**config.mk**
```make
export PLATFORM = sky130hd
export DESIGN_NAME = fetch_stage
export DESIGN_NICKNAME = d
export VERILOG_FILES = /design/src/rtl/fetch_stage.sv
export SDC_FILE = /design/constraint.sdc
export NUM_CORES = 1
export LEC_CHECK = 0
export CAP_MARGIN = 40
export CORE_ASPECT_RATIO = 1.25
export CORE_UTILIZATION = 50
export CTS_CLUSTER_SIZE = 30
export DETAILED_ROUTE_END_ITERATION = 8
export PLACE_DENSITY = 0.94
export SETUP_SLACK_MARGIN = 0.15
export SYNTH_ARGS = -nofsm -noshare
export SYNTH_HDL_FRONTEND = slang
export SYNTH_SLANG_ARGS = --single-unit
```
**constraint.sdc**
```tcl
create_clock -name clk -period 9.61 [get_ports clk]
set_input_delay 1.4415 -clock clk [delete_from_list [all_inputs] [get_ports clk]]
set_output_delay 1.4415 -clock clk [all_outputs]
set_load 0.005 [all_outputs]
```
**src/rtl/fetch_stage.sv**
```systemverilog
// Instruction-fetch stage and IF/ID pipeline register of the RV32I core.
// One outstanding imem request, a one-entry fetch buffer, and redirect/stall/flush handling.
module fetch_stage #(
    parameter logic [31:0] RESET_PC  = 32'h0000_0000,
    parameter logic [31:0] NOP_INSTR = 32'h0000_0013
) (
    input  logic        clk,
    input  logic        rst,
    input  logic        StallF,
    input  logic        StallD,
    input  logic        FlushD,
    input  logic        PCSrcE,
    input  logic [31:0] PCTargetE,
    output logic        imem_req,
    output logic [31:0] imem_addr,
    input  logic [31:0] imem_rdata,
    input  logic        imem_valid,
    output logic [31:0] PCF,
    output logic [31:0] InstrD,
    output logic [31:0] PCD,
    output logic [31:0] PCPlus4D,
    output logic        ValidD
);

    typedef enum logic [1:0] {IDLE, WAIT, DROP} state_t;

    state_t      state, state_nxt;
    logic [31:0] fb_instr, fb_pc;
    logic        fb_valid;
    logic        fb_take;
    logic        fill;

    assign fb_take   = fb_valid & ~StallD & ~FlushD & ~PCSrcE;
    assign fill      = (state == WAIT) & imem_valid & ~PCSrcE;
    assign imem_addr = PCF;

    always_comb begin
        // NOTE: every output of this block gets a default first, so no path can infer a latch.
        imem_req  = 1'b0;
        state_nxt = state;
        case (state)
            IDLE: begin
                if (!rst && !StallF && !PCSrcE && (!fb_valid || fb_take)) begin
                    imem_req  = 1'b1;
                    state_nxt = WAIT;
                end
            end
            WAIT: begin
                // A response coincident with a redirect is simply dropped here.
                if (imem_valid)  state_nxt = IDLE;
                else if (PCSrcE) state_nxt = DROP;
            end
            DROP: begin
                if (imem_valid) state_nxt = IDLE;
            end
            default: state_nxt = IDLE;
        endcase
    end

    always_ff @(posedge clk or posedge rst) begin
        // NOTE: sequential state uses non-blocking assignments so all registers update together.
        if (rst) begin
            state    <= IDLE;
            PCF      <= RESET_PC;
            fb_valid <= 1'b0;
        end else begin
            state <= state_nxt;
            if (PCSrcE) begin
                PCF      <= {PCTargetE[31:2], 2'b00};
                fb_valid <= 1'b0;
            end else if (fill) begin
                PCF      <= PCF + 32'd4;
                fb_valid <= 1'b1;
            end else if (fb_take) begin
                fb_valid <= 1'b0;
            end
        end
    end

    // NOTE: buffer payload is qualified by fb_valid, so it needs no reset.
    always_ff @(posedge clk) begin
        if (fill) begin
            fb_instr <= imem_rdata;
            fb_pc    <= PCF;
        end
    end

    always_ff @(posedge clk or posedge rst) begin
        if (rst) begin
            InstrD   <= NOP_INSTR;
            PCD      <= 32'h0;
            PCPlus4D <= 32'h0;
            ValidD   <= 1'b0;
        end else if (FlushD || PCSrcE) begin
            InstrD <= NOP_INSTR;
            ValidD <= 1'b0;
        end else if (!StallD) begin
            if (fb_valid) begin
                InstrD   <= fb_instr;
                PCD      <= fb_pc;
                PCPlus4D <= fb_pc + 32'd4;
                ValidD   <= 1'b1;
            end else begin
                InstrD <= NOP_INSTR;
                ValidD <= 1'b0;
            end
        end
    end

endmodule
```
=== After elaboration in Yosys (flattened, before gate mapping) ===
Index checks and enable logic that the tools add are counted.

* Output and inout port bits: 162
* Input port bits: 71
* Memories: 0
* Memory bits (writable): 0
* ROM bits: 0
* Register bits: 196
* Latch bits: 0
* Logic and storage cells: 58

* Add/subtract/negate cells: 2
* Shift-type cells: 0
* Div/mod/pow operators: 0
* Magnitude comparators: 0
* Equal/unequal tests: 6
* Multipliers: 0
* Multiplexer cells: 18
* Reductions and logical operators: 14
* Bitwise gates (word level): 9

{| class="wikitable"
|+ Operator list
! kind !! number
|-
| 32-bit 2-to-1 mux || 5
|-
| 32-bit by 3-bit adder with 32-bit output (second input constant) || 2
|-
| 1-bit 2-to-1 mux || 8
|-
| 2-bit 2-to-1 mux || 4
|-
| 2-bit one-hot mux with 3 select lines || 1
|-
| 3-bit AND reduction || 2
|-
| 1-bit AND || 5
|-
| 1-bit logical NOT || 4
|-
| 2-bit != test (second input constant) || 2
|-
| 1-bit NOT || 4
|-
| 1-bit logical AND || 3
|-
| 3-bit != test (second input constant) || 1
|-
| 3-bit nonzero test || 1
|-
| 2-bit by 1-bit equality test with 1-bit output (second input constant) || 1
|-
| 2-bit equality test (second input constant) || 1
|-
| 2-bit logical NOT || 1
|-
| 1-bit logical OR || 2
|-
| 2-bit by 1-bit != test with 1-bit output (second input constant) || 1
|-
| 2-bit nonzero test || 1
|}

=== Depth between registers and ports, before layout ===
Gate-level depths: netlist of run 1.

* Depth after elaboration: 8
* Depth in mapped cells: 6

=== Least setup slack after synthesis of run 1 ===
OpenSTA, ideal clock, no wires.

* Kind: input to output
* Start: in rst
* End: out imem_req
* Stages: 3
* Path slack: 3.736 ns
* Arrival time: 4.433 ns
* Cell sequence: inv_1 -> nand2_1 -> a21oi_1

* Word-level cells in the longest chain between the ends: 6

{| class="wikitable"
|+ RTL lines
! element !! RTL line !! RTL
|-
| from (decl) || 8 || <nowiki>input logic rst,</nowiki>
|-
| 1-bit logical NOT (no line) || -- ||
|-
| 1-bit logical AND (3 in a row) || 43 || <nowiki>if (!rst && !StallF && !PCSrcE && (!fb_valid || fb_take)) begin</nowiki>
|-
| 1-bit 2-to-1 mux || 43 ||
|-
| 1-bit 2-to-1 mux || 41 || <nowiki>case (state)</nowiki>
|-
| to (decl) || 14 || <nowiki>output logic imem_req,</nowiki>
|}

No other way between the ends.

=== Worst setup path after layout of run 1 ===
Same ends and word-level chain as after synthesis.

==> results of run 1 <==
-- where the power goes --
part           internal, µW  switching [µW]  total (µW)
Clock                   414             302         715
Combinational           150            88.7         238
Sequential              882            52.9         935
-- stage by stage --
stage	area (µm²)	utilization, %	instances
3_5_place_dp	10200	65.3	1075
5_1_grt	10800	69.3	1107
3_3_place_gp	10100	64.8	1071
6_report	10800	69.3	1107
2_1_floorplan	7990	-	702
4_1_cts	10800	69.3	1107
-- per-layer routing --
layer	wire length (µm)	share of wire, %	up-vias
met5	0	0	-
met4	831	4.2	0
met3	902	4.5	58
met2	10500	53	243
met1	7760	39	2873
li1	-	-	2745
-- cell families (layout without fill, tap and decap cells) --
| family | count (synthesis) | in the layout | synth area share [%] |
|---|---|---|---|
| AO/OA/AOI/OAI | 100 | 100 | 7.86 |
| XOR/XNOR | 55 | 55 | 6.05 |
| adder cells (fa/ha/maj) | 2 | 2 | 0.314 |
| buffers and inverters | 75 | 268 | 5.61 |
| flip-flops | 188 | 188 | 63.0 |
| multiplexers | 1 | 1 | 0.126 |
| other | 1 | 8 | 0.0471 |
| AND/OR/NAND/NOR | 273 | 273 | 17.0 |
-- cells in the final DEF (no fill, tap or decap), drive strengths merged, types with 3 or more instances in the layout --
cell type | synthesis | routed
o22a | 3 | 3
xnor2 | 30 | 30
dfrtp | 123 | 123
dfstp | 3 | 3
clkbuf | 22 | 22
and2 | 3 | 3
nor4 | 15 | 15
nand4 | 20 | 20
buf | 47 | 9
xor2 | 25 | 25
nand2 | 164 | 164
a21oi | 8 | 8
nand3b | 3 | 3
a22o | 29 | 29
nor3 | 10 | 10
and4 | 3 | 3
clkdlybuf4s50 | 0 | 221
inv | 6 | 9
nor2 | 19 | 19
and3 | 8 | 8
nand3 | 22 | 22
o21ai | 58 | 58
clkinv | 0 | 5
edfxtp | 62 | 62
conb | 1 | 8
-- worst register-to-register path, stage by stage (launching register included) --
cell and delay [ps]:
edfxtp_1 510, and3_1 260, nand3_1 490, nor4_1 600, xnor2_1 190, o21ai_1 70
-- final cells by class --
class                   count  area [µm²]  area share (%)
clock inverters            10        98.8           0.916
inverters                   6        25.0           0.232
repair buffers            230        2330            21.6
flip-flops and latches    188        5020            46.5
well taps                 212         265            2.46
multi-input cells         439        2540            23.5
clock buffers              22         518            4.80
-- how the worst max path moves through the flow --
stage / slack, ps / end / start / cells past startpoint
global placement: 4970 / imem_req / rst / 5
detailed placement: 4950 / imem_req / rst / 5
floorplan: 3740 / imem_req / rst / 3
finish: 5000 / imem_req / rst / 5
global route: 4820 / imem_req / rst / 5
CTS: 4950 / imem_req / rst / 5
-- sequential cells by signal, indices dropped and copies added (netlist names) --
name,cells
InstrD,32
PCD,30
PCF,30
PCPlus4D,30
ValidD,1
fb_instr,32
fb_pc,30
fb_valid,1
state,2
==> metrics.txt, run 1 <==
Hold Path Sink=InstrD[25]$_DFFE_PP0P_; most repeated cell in the gate-level netlist after synthesis=nand2_1; floorplan die width=~110 µm; library cell appearing most often on the critical path=clkdlybuf4s50_1; GR met2 Demand/Resource=a little over two fifths; hold-fix buffers at CTS=0; Buffers on Ports=222; layout overhead on the synthesized area=35.5%; Clock Latency Late Sink=about 430 ps; initial cell density of the core=51.1%; clock tree root buffer cell=clkbuf_16; Hold Slack=between 400 and 500 ps; worst slew slack as a fraction of its limit=between 40 and 50%; GRT Residual Overflow=0; prevailing post-synth register cell=dfrtp_1; vias after detailed routing=~5,900; pwr/cell area=about 180 mW/mm²; clock-pin slew on the worst setup and hold paths=about 70 ps; outcome=finished clean; post-detailed-route DRC marker count=0; number of antenna violations at the first check in global routing=0; DP Wirelength=around 14,000 µm; Clock Skew=between 10 and 15 ps; GR peak layer=met2; path type of the worst setup path=input pin to output pin; kind of end point of the critical path=output pin; worst setup slack for register-to-register paths=around 7300 ps; worst-case clock buffer depth=2; Antenna Diode Count=0; clock tree from TritonCTS=yes; count of flip-flops with a built-in enable after synthesis=62; Setup WS post-layout=around 5000 ps; most area-hungry cell type in the Yosys netlist=dfrtp_1; nets=~960; highest ir drop seen on vdd=about 0.11 mV; final cycle utilization of the critical path=between 40% and 50%; worst setup timing slack at the placement stage=4950 ps; post-layout power=1890 µW; CP Data Arrival Time=around 3200 ps; slowest cell on the critical path=clkdlybuf4s50_1; total wirelength of the detailed-routed design=~20,000 µm; slew at the pin closest to its max-slew limit=between 800 and 900 ps; DIE AREA=0.0164 mm²; kind of path behind the tightest hold check=flip-flop to flip-flop; cell area after synthesis=between 0.007 and 0.008 mm²; maximum number of pins on one net before global-route repair=around 90; layout filler cell count=roughly 1,100; count of cell types in the netlist=40; min cycle time layout=~4600 ps; met1 track utilization from global routing=29.8%; highest achievable clock rate=roughly 220 MHz; endpoint of the lowest-slack register-to-register path=PCPlus4D[29]$_DFFE_PP0P_; standby leakage power=approximately 0.0044 µW; Avg Synthesized Cell Area=about 11 µm²; total I/O pin count=approximately 230; number of placement rows=51; Synth top area share=about two fifths; count of final max-slew check failures=0; final weighted congestion of routability-driven global placement=~0.87; cells resized by post-CTS repair=0; critical path cell sequence=clkdlybuf4s50_1 -> inv_4 -> nand2_1 -> a21oi_1 -> clkdlybuf4s50_1; clock buffers created by TritonCTS=17; Critical Path Start Type=input pin; Die Y=between 100 and 150 µm; async set-reset flop share out of synthesis=67.0%; RR Startpoint=fb_pc[4]$_DFFE_PP_; First-pass DRT Iterations=5; via-per-instance ratio=5.35; Antenna Nets Post-Route=0; number of synthesized register bits=approximately 190; Seq/Total Area, Yosys=a little over three fifths; setup fix buffers added after clock tree synthesis=0; Setup violations, final=0; accumulated negative setup slack=0 ps; global-route usage over all layers=around 25%; post-synthesis cell count=about 700; area of the placeable core=0.0156 mm²; unrepaired setup endpoints after global routing=no; # clock sinks=188; most area-consuming cells after synthesis=dfrtp_1 (39%), edfxtp_1 (23%), nand2_1 (7.7%), buf_4 (3.8%), xnor2_1 (3.3%); WHS Path Cells=1; cell class contributing the biggest share of worst-path delay=buffers and inverters; GR Util met3=approximately 3.8%; synthesis warning total=0; Critical Path RT=around 8000 ps; number of hold violations in the final report=0; number of levels in the clock H-tree=4; buffering stage count on the worst path with inverters included=3; peak fanout along the critical path=46; origin of the worst min-delay path=fb_instr[25]$_DFFE_PP_; depth of the most critical reg-to-reg path=5; average wire per cell in the routed design=around 18 µm; max-cap check violation count=0; Synth top cells by count=nand2_1 (163), dfrtp_1 (123), edfxtp_1 (62); vias in the first global route=about 6,000; violation count after the first detailed-routing iteration=between 300 and 400; fraction of final layout cells sized beyond drive strength 1=around 6.5%; max incr delay on CP=~560 ps; global-route wire length before repair=30,700 µm
(Power assumes the default switching activity.)
==> run 2: changes to the inputs <==
- CORE_UTILIZATION: 50 -> 43
- PLACE_DENSITY: 0.94 -> 0.87
- clock period: 9.61 -> 3.71 ns (I/O delays scaled with it)
==> run 2 against run 1 <==
  * Via count is 2.1% lower
  * Critical endpoint unchanged
  * First-iteration DRC count is 1.3% higher
  * Largest cell class unchanged
  * Clock power grew to 2.5 times the previous value
  * Critical path depth stayed put
  * Worst setup slack worse by 4000 ps
  * Wire length is 0.30% lower
  * Worst hold slack worse by 94 ps
  * Sequential power grew to 2.6 times the previous value
==> metrics.txt, run 2 (synthesized netlist as in run 1, its figures left out) <==
cells resized by post-CTS repair=0 (unchanged); kind of path behind the tightest hold check=input pin to flip-flop; fraction of final layout cells sized beyond drive strength 1=6.36% (-0.12 points); floorplan die width=124 µm (+7.7%); worst slew slack as a fraction of its limit=46.1% (+0.45 points); violation count after the first detailed-routing iteration=402 (+1.3%); total wirelength of the detailed-routed design=19,900 µm (-0.30%); vias after detailed routing=5,795 (-2.1%); Clock Skew=10.0 ps (-1.81 ps); Buffers on Ports=222 (unchanged); First-pass DRT Iterations=5 (unchanged); final cycle utilization of the critical path=71.8%; area of the placeable core=0.0181 mm² (+16%); global-route usage over all layers=21.9% (-3.2 points); CP Data Arrival Time=2110 ps (-1060 ps); maximum number of pins on one net before global-route repair=88 (unchanged); instance count after placement with tap cells included=1,092 (+1.6%); max-cap check violation count=0 (unchanged); vias in the first global route=5,532 (-5.7%); post-layout power=4840 µW (+160%); standby leakage power=0.00435 µW (-0.48%); number of antenna violations at the first check in global routing=0 (unchanged); slowest cell on the critical path=clkdlybuf4s50_1; highest achievable clock rate=around 380 MHz; min cycle time layout=~2700 ps; endpoint of the lowest-slack register-to-register path=PCF[30]$_DFFE_PP0N_; number of hold violations in the final report=0 (unchanged); number of placement rows=55 (+7.8%); library cell appearing most often on the critical path=clkdlybuf4s50_1; max incr delay on CP=560 ps (about the same); count of final max-slew check failures=0 (unchanged); GRT Residual Overflow=0 (unchanged); worst setup slack for register-to-register paths=1510 ps (-5830 ps); Die Y=154 µm (+7.7%); Antenna Diode Count=0 (unchanged); origin of the worst min-delay path=PCSrcE; WHS Path Cells=2 (+1); total I/O pin count=233 (unchanged); slew at the pin closest to its max-slew limit=808 ps (-6.69 ps); Critical Path RT=3150 ps (-5020 ps); worst-case clock buffer depth=2 (unchanged); accumulated negative setup slack=0 ps (unchanged); clock tree from TritonCTS=yes; nets=956 (+0.10%); path type of the worst setup path=input pin to output pin; clock-pin slew on the worst setup and hold paths=70 ps (about the same); Critical Path Start Type=input pin; most common library cell in the layout ignoring fill and taps=clkdlybuf4s50_1; peak fanout along the critical path=3 (-93%); number of levels in the clock H-tree=4 (unchanged); RR Startpoint=state[1]$_DFFE_PP0P_; DIE AREA=0.0191 mm² (+16%); most used cells in the layout excluding fill and tap cells=clkdlybuf4s50_1 (221), nand2_1 (163), dfrtp_1 (123); buffering stage count on the worst path with inverters included=2 (-1); Critical Path Start=FlushD; layout overhead on the synthesized area=35.3%; DP Wirelength=13,900 µm (-0.34%); final cell count without fillers=1,124 (+1.5%); outcome=finished clean; via-per-instance ratio=5.16 (-3.6%); kind of end point of the critical path=output pin; Hold Path Sink=fb_valid$_DFFE_PP0P_; Antenna Nets Post-Route=0 (unchanged); depth of the most critical reg-to-reg path=5 (unchanged); average wire per cell in the routed design=17.7 µm (-1.8%); Clock Latency Late Sink=430 ps (about the same); hold-fix buffers at CTS=0 (unchanged); setup fix buffers added after clock tree synthesis=0 (unchanged); highest ir drop seen on vdd=0.281 mV (+160%); post-detailed-route DRC marker count=0 (unchanged); cell class contributing the biggest share of worst-path delay=buffers and inverters; clock tree root buffer cell=clkbuf_16; initial cell density of the core=44.0% (-7.1 points); global-route wire length before repair=31,100 µm (+1.1%); final weighted congestion of routability-driven global placement=0.823 (-5.2%); pwr/cell area=449 mW/mm² (+160%); critical path cell sequence=clkdlybuf4s50_1 -> nor2_1 -> nand3b_1 -> a21oi_1 -> clkdlybuf4s50_1; # clock sinks=188 (unchanged); unrepaired setup endpoints after global routing=no; clock buffers created by TritonCTS=17 (unchanged); biggest regs=InstrD x32, fb_instr x32; Setup violations, final=0 (unchanged)
==> run 2: cell types whose count changed in the layout (fill, tap and decap cells not counted), sizes merged <==
cell | previous run | this run
clkbuf | 22 | 25
inv | 9 | 7
buf | 9 | 10
bufinv | 1 | 0
clkinv | 5 | 4
clkinvlp | 1 | 2
==> run 2: worst max-delay path by stage <==
| stage | to | slack (ps) | cells past startpoint |
|---|---|---|---|
| floorplan | imem_req | 570 | 3 |
| detailed placement | PCF[30]$_DFFE_PP0N_ | 910 | 6 |
| global placement | PCF[30]$_DFFE_PP0N_ | 960 | 6 |
| finish | imem_req | 1050 | 5 |
| global route | imem_req | 940 | 5 |
| CTS | imem_req | 1030 | 5 |
==> run 2: stage by stage <==
| step | hold WS, ps | utilization, % | setup WS, ps | area [µm²] |
|---|---|---|---|---|
| after floorplan | 449 | - | 573 | 7990 |
| after global placement | 451 | 56.1 | 961 | 10200 |
| after detailed placement | 459 | 56.2 | 908 | 10200 |
| after CTS | 363 | 59.5 | 1030 | 10800 |
| after global routing | 383 | 59.5 | 941 | 10800 |
| final | 381 | 59.5 | 1050 | 10800 |
==> run 2: layer usage <==
layer	global-route usage, %	wire length (µm)	vias up	part of all wire (%)
met4	8.78	443	0	2.2
li1	-	-	2748	-
met5	0	0	-	0
met2	36.3	10200	202	51
met3	3.56	898	29	4.5
met1	28.3	8360	2816	42
==> run 2: final cells by class <==
cell class / count / area (µm²)
repair buffers: 231 / 2310
clock buffers: 25 / 551
well taps: 228 / 285
inverters: 6 / 26.3
flip-flops and latches: 188 / 5020
multi-input cells: 439 / 2540
fillers: 1444 / 7330
clock inverters: 7 / 45.0
==> run 2: power by group <==
group | internal [µW] | leakage, µW | switching, µW | total, µW
logic | 384 | 0.00183 | 225 | 609
clock network | 1040 | 0.000294 | 771 | 1810
registers | 2290 | 0.00223 | 135 | 2420
total | 3710 | 0.00435 | 1130 | 4840
==> run 3: changes to the inputs <==
- CORE_UTILIZATION: 43 -> 48
- PLACE_DENSITY: 0.87 -> 0.91
- clock period: 3.71 -> 2.7 ns (I/O delays scaled with it)
==> run 3 against run 2 <==
  * Clock power grew 30%
  * Total power grew 35%
  * Via count grew 0.59%
  * Critical path type unchanged
  * Critical endpoint unchanged
==> metrics.txt, run 3 (synthesized netlist as in run 1, its figures left out) <==
highest ir drop seen on vdd=0.372 mV (+32%); clock tree root buffer cell=clkbuf_16; Critical Path Start Type=input pin; final cycle utilization of the critical path=89.3%; vias in the first global route=5,571 (+0.70%); GRT Residual Overflow=0 (unchanged); average wire per cell in the routed design=17.5 µm (-1.5%); floorplan die width=117 µm (-5.3%); pwr/cell area=605 mW/mm² (+35%); biggest regs=InstrD x32, fb_instr x32; setup fix buffers added after clock tree synthesis=0 (unchanged); via-per-instance ratio=5.24 (+1.7%); Setup violations, final=0 (unchanged); layout overhead on the synthesized area=35.0%; nets=956 (unchanged); number of levels in the clock H-tree=4 (unchanged); slew at the pin closest to its max-slew limit=663 ps (-145 ps); library cell appearing most often on the critical path=clkdlybuf4s50_1; most used cells in the layout excluding fill and tap cells=clkdlybuf4s50_1 (221), nand2_1 (163), dfrtp_1 (123); CP Data Arrival Time=2010 ps (-100 ps); final core utilization=66.4% (+6.8 points); worst-case clock buffer depth=2 (unchanged); total wirelength of the detailed-routed design=19,400 µm (-2.6%); most common library cell in the layout ignoring fill and taps=clkdlybuf4s50_1; number of antenna violations at the first check in global routing=0 (unchanged); standby leakage power=0.00435 µW (-0.10%); fraction of final layout cells sized beyond drive strength 1=6.14% (-0.22 points); area of the placeable core=0.0162 mm² (-10%); # clock sinks=188 (unchanged); Die Y=146 µm (-5.3%); peak fanout along the critical path=3 (unchanged); kind of path behind the tightest hold check=flip-flop to flip-flop; First-pass DRT Iterations=5 (unchanged); Antenna Nets Post-Route=0 (unchanged); cells resized by post-CTS repair=0 (unchanged); clock-pin slew on the worst setup and hold paths=60 ps (about the same); initial cell density of the core=49.1% (+5.2 points); DP Wirelength=13,800 µm (-1.3%); clock buffers created by TritonCTS=17 (unchanged); min cycle time layout=between 2000 and 2500 ps; number of placement rows=52 (-5.5%); Critical Path RT=2300 ps (-850 ps); slowest cell on the critical path=clkdlybuf4s50_1; path type of the worst setup path=input pin to output pin; global-route usage over all layers=23.7% (+1.8 points); layout filler cell count=1,175 (-19%); critical path cell sequence=clkdlybuf4s50_1 -> nor2_1 -> nand3b_1 -> a21oi_1 -> clkdlybuf4s50_1; kind of end point of the critical path=output pin; final weighted congestion of routability-driven global placement=0.836 (+1.6%); max-cap check violation count=0 (unchanged); maximum number of pins on one net before global-route repair=127 (+44%); instance count after placement with tap cells included=1,080 (-1.1%); violation count after the first detailed-routing iteration=368 (-8.5%); count of final max-slew check failures=0 (unchanged); highest achievable clock rate=between 400 and 500 MHz; Buffers on Ports=222 (unchanged); post-detailed-route DRC marker count=0 (unchanged); number of hold violations in the final report=0 (unchanged); vias after detailed routing=5,829 (+0.59%); final cell count without fillers=1,112 (-1.1%); buffering stage count on the worst path with inverters included=2 (unchanged); clock tree from TritonCTS=yes; DIE AREA=0.0171 mm² (-10%); outcome=finished clean; worst slew slack as a fraction of its limit=55.8% (+9.7 points); cell class contributing the biggest share of worst-path delay=buffers and inverters; unrepaired setup endpoints after global routing=no; global-route wire length before repair=30,200 µm (-2.7%); max incr delay on CP=560 ps (about the same); hold-fix buffers at CTS=0 (unchanged); total I/O pin count=233 (unchanged); Clock Skew=10.6 ps (+0.564 ps); Clock Latency Late Sink=420 ps (about the same); Antenna Diode Count=0 (unchanged)
==> run 3: cell count changes in the layout (fill, tap and decap cells not counted), moves of 2 or more <==
| cell | before | now |
|---|---|---|
| buf_12 | 2 | 4 |
| buf_4 | 7 | 5 |
| inv_6 | 2 | 0 |
| clkbuf_16 | 21 | 19 |
| clkbuf_1 | 3 | 5 |
| clkbuf_8 | 1 | 3 |
==> run 3: worst paths after layout <==
path                            cells after the start                    from                  endpoint  slack (ps)
min in group asynchronous                           3                     rst     InstrD[5]$_DFFE_PP0P_         590
max in group asynchronous                           3                     rst      fb_valid$_DFFE_PP0P_        1600
worst max register to register                      6      fb_pc[2]$_DFFE_PP_  PCPlus4D[30]$_DFFE_PP0P_         640
worst max-delay path                                5                  FlushD                  imem_req         290
worst min register to register                      1  fb_instr[30]$_DFFE_PP_    InstrD[30]$_DFFE_PP0P_         470
worst min-delay path                                1  fb_instr[30]$_DFFE_PP_    InstrD[30]$_DFFE_PP0P_         470
==> run 3: final cells by class <==
type	instances	area [µm²]	share of cell area [%]
Clock buffer	27	536	4.98
Clock inverter	5	30.0	0.279
Inverter	6	26.3	0.244
Multi-Input combinational cell	439	2540	23.6
Sequential cell	188	5020	46.7
Tap cell	216	270	2.51
Timing Repair Buffer	231	2330	21.7
==> run 3: metal layers <==
layer | vias up | routed length (µm) | track usage [%]
met2 | 207 | 10100 | 38.9
met4 | 0 | 670 | 11.0
met1 | 2838 | 7810 | 30.6
met3 | 43 | 797 | 3.67
met5 | - | 0 | 0
li1 | 2741 | - | -
==> run 3: metrics by stage <==
step / TNS [ps] / power (µW) / area, µm² / setup WS [ps] / hold slack, ps
CTS: 0 / 6560 / 10800 / 287 / 459
finish: 0 / 6510 / 10800 / 289 / 470
global placement: 0 / 4190 / 10200 / 336 / 450
floorplan: -151 / 3650 / 8000 / -134 / 449
detailed placement: 0 / 4220 / 10200 / 278 / 459
global route: 0 / 6770 / 10800 / 238 / 486
==> run 3: power by group <==
part           switching [µW]  total (µW)  leakage [µW]  internal (µW)
logic                     306         835       0.00184            529
clock network             985        2350      0.000282           1360
registers                 187        3330       0.00223           3140
total                    1480        6510       0.00435           5030
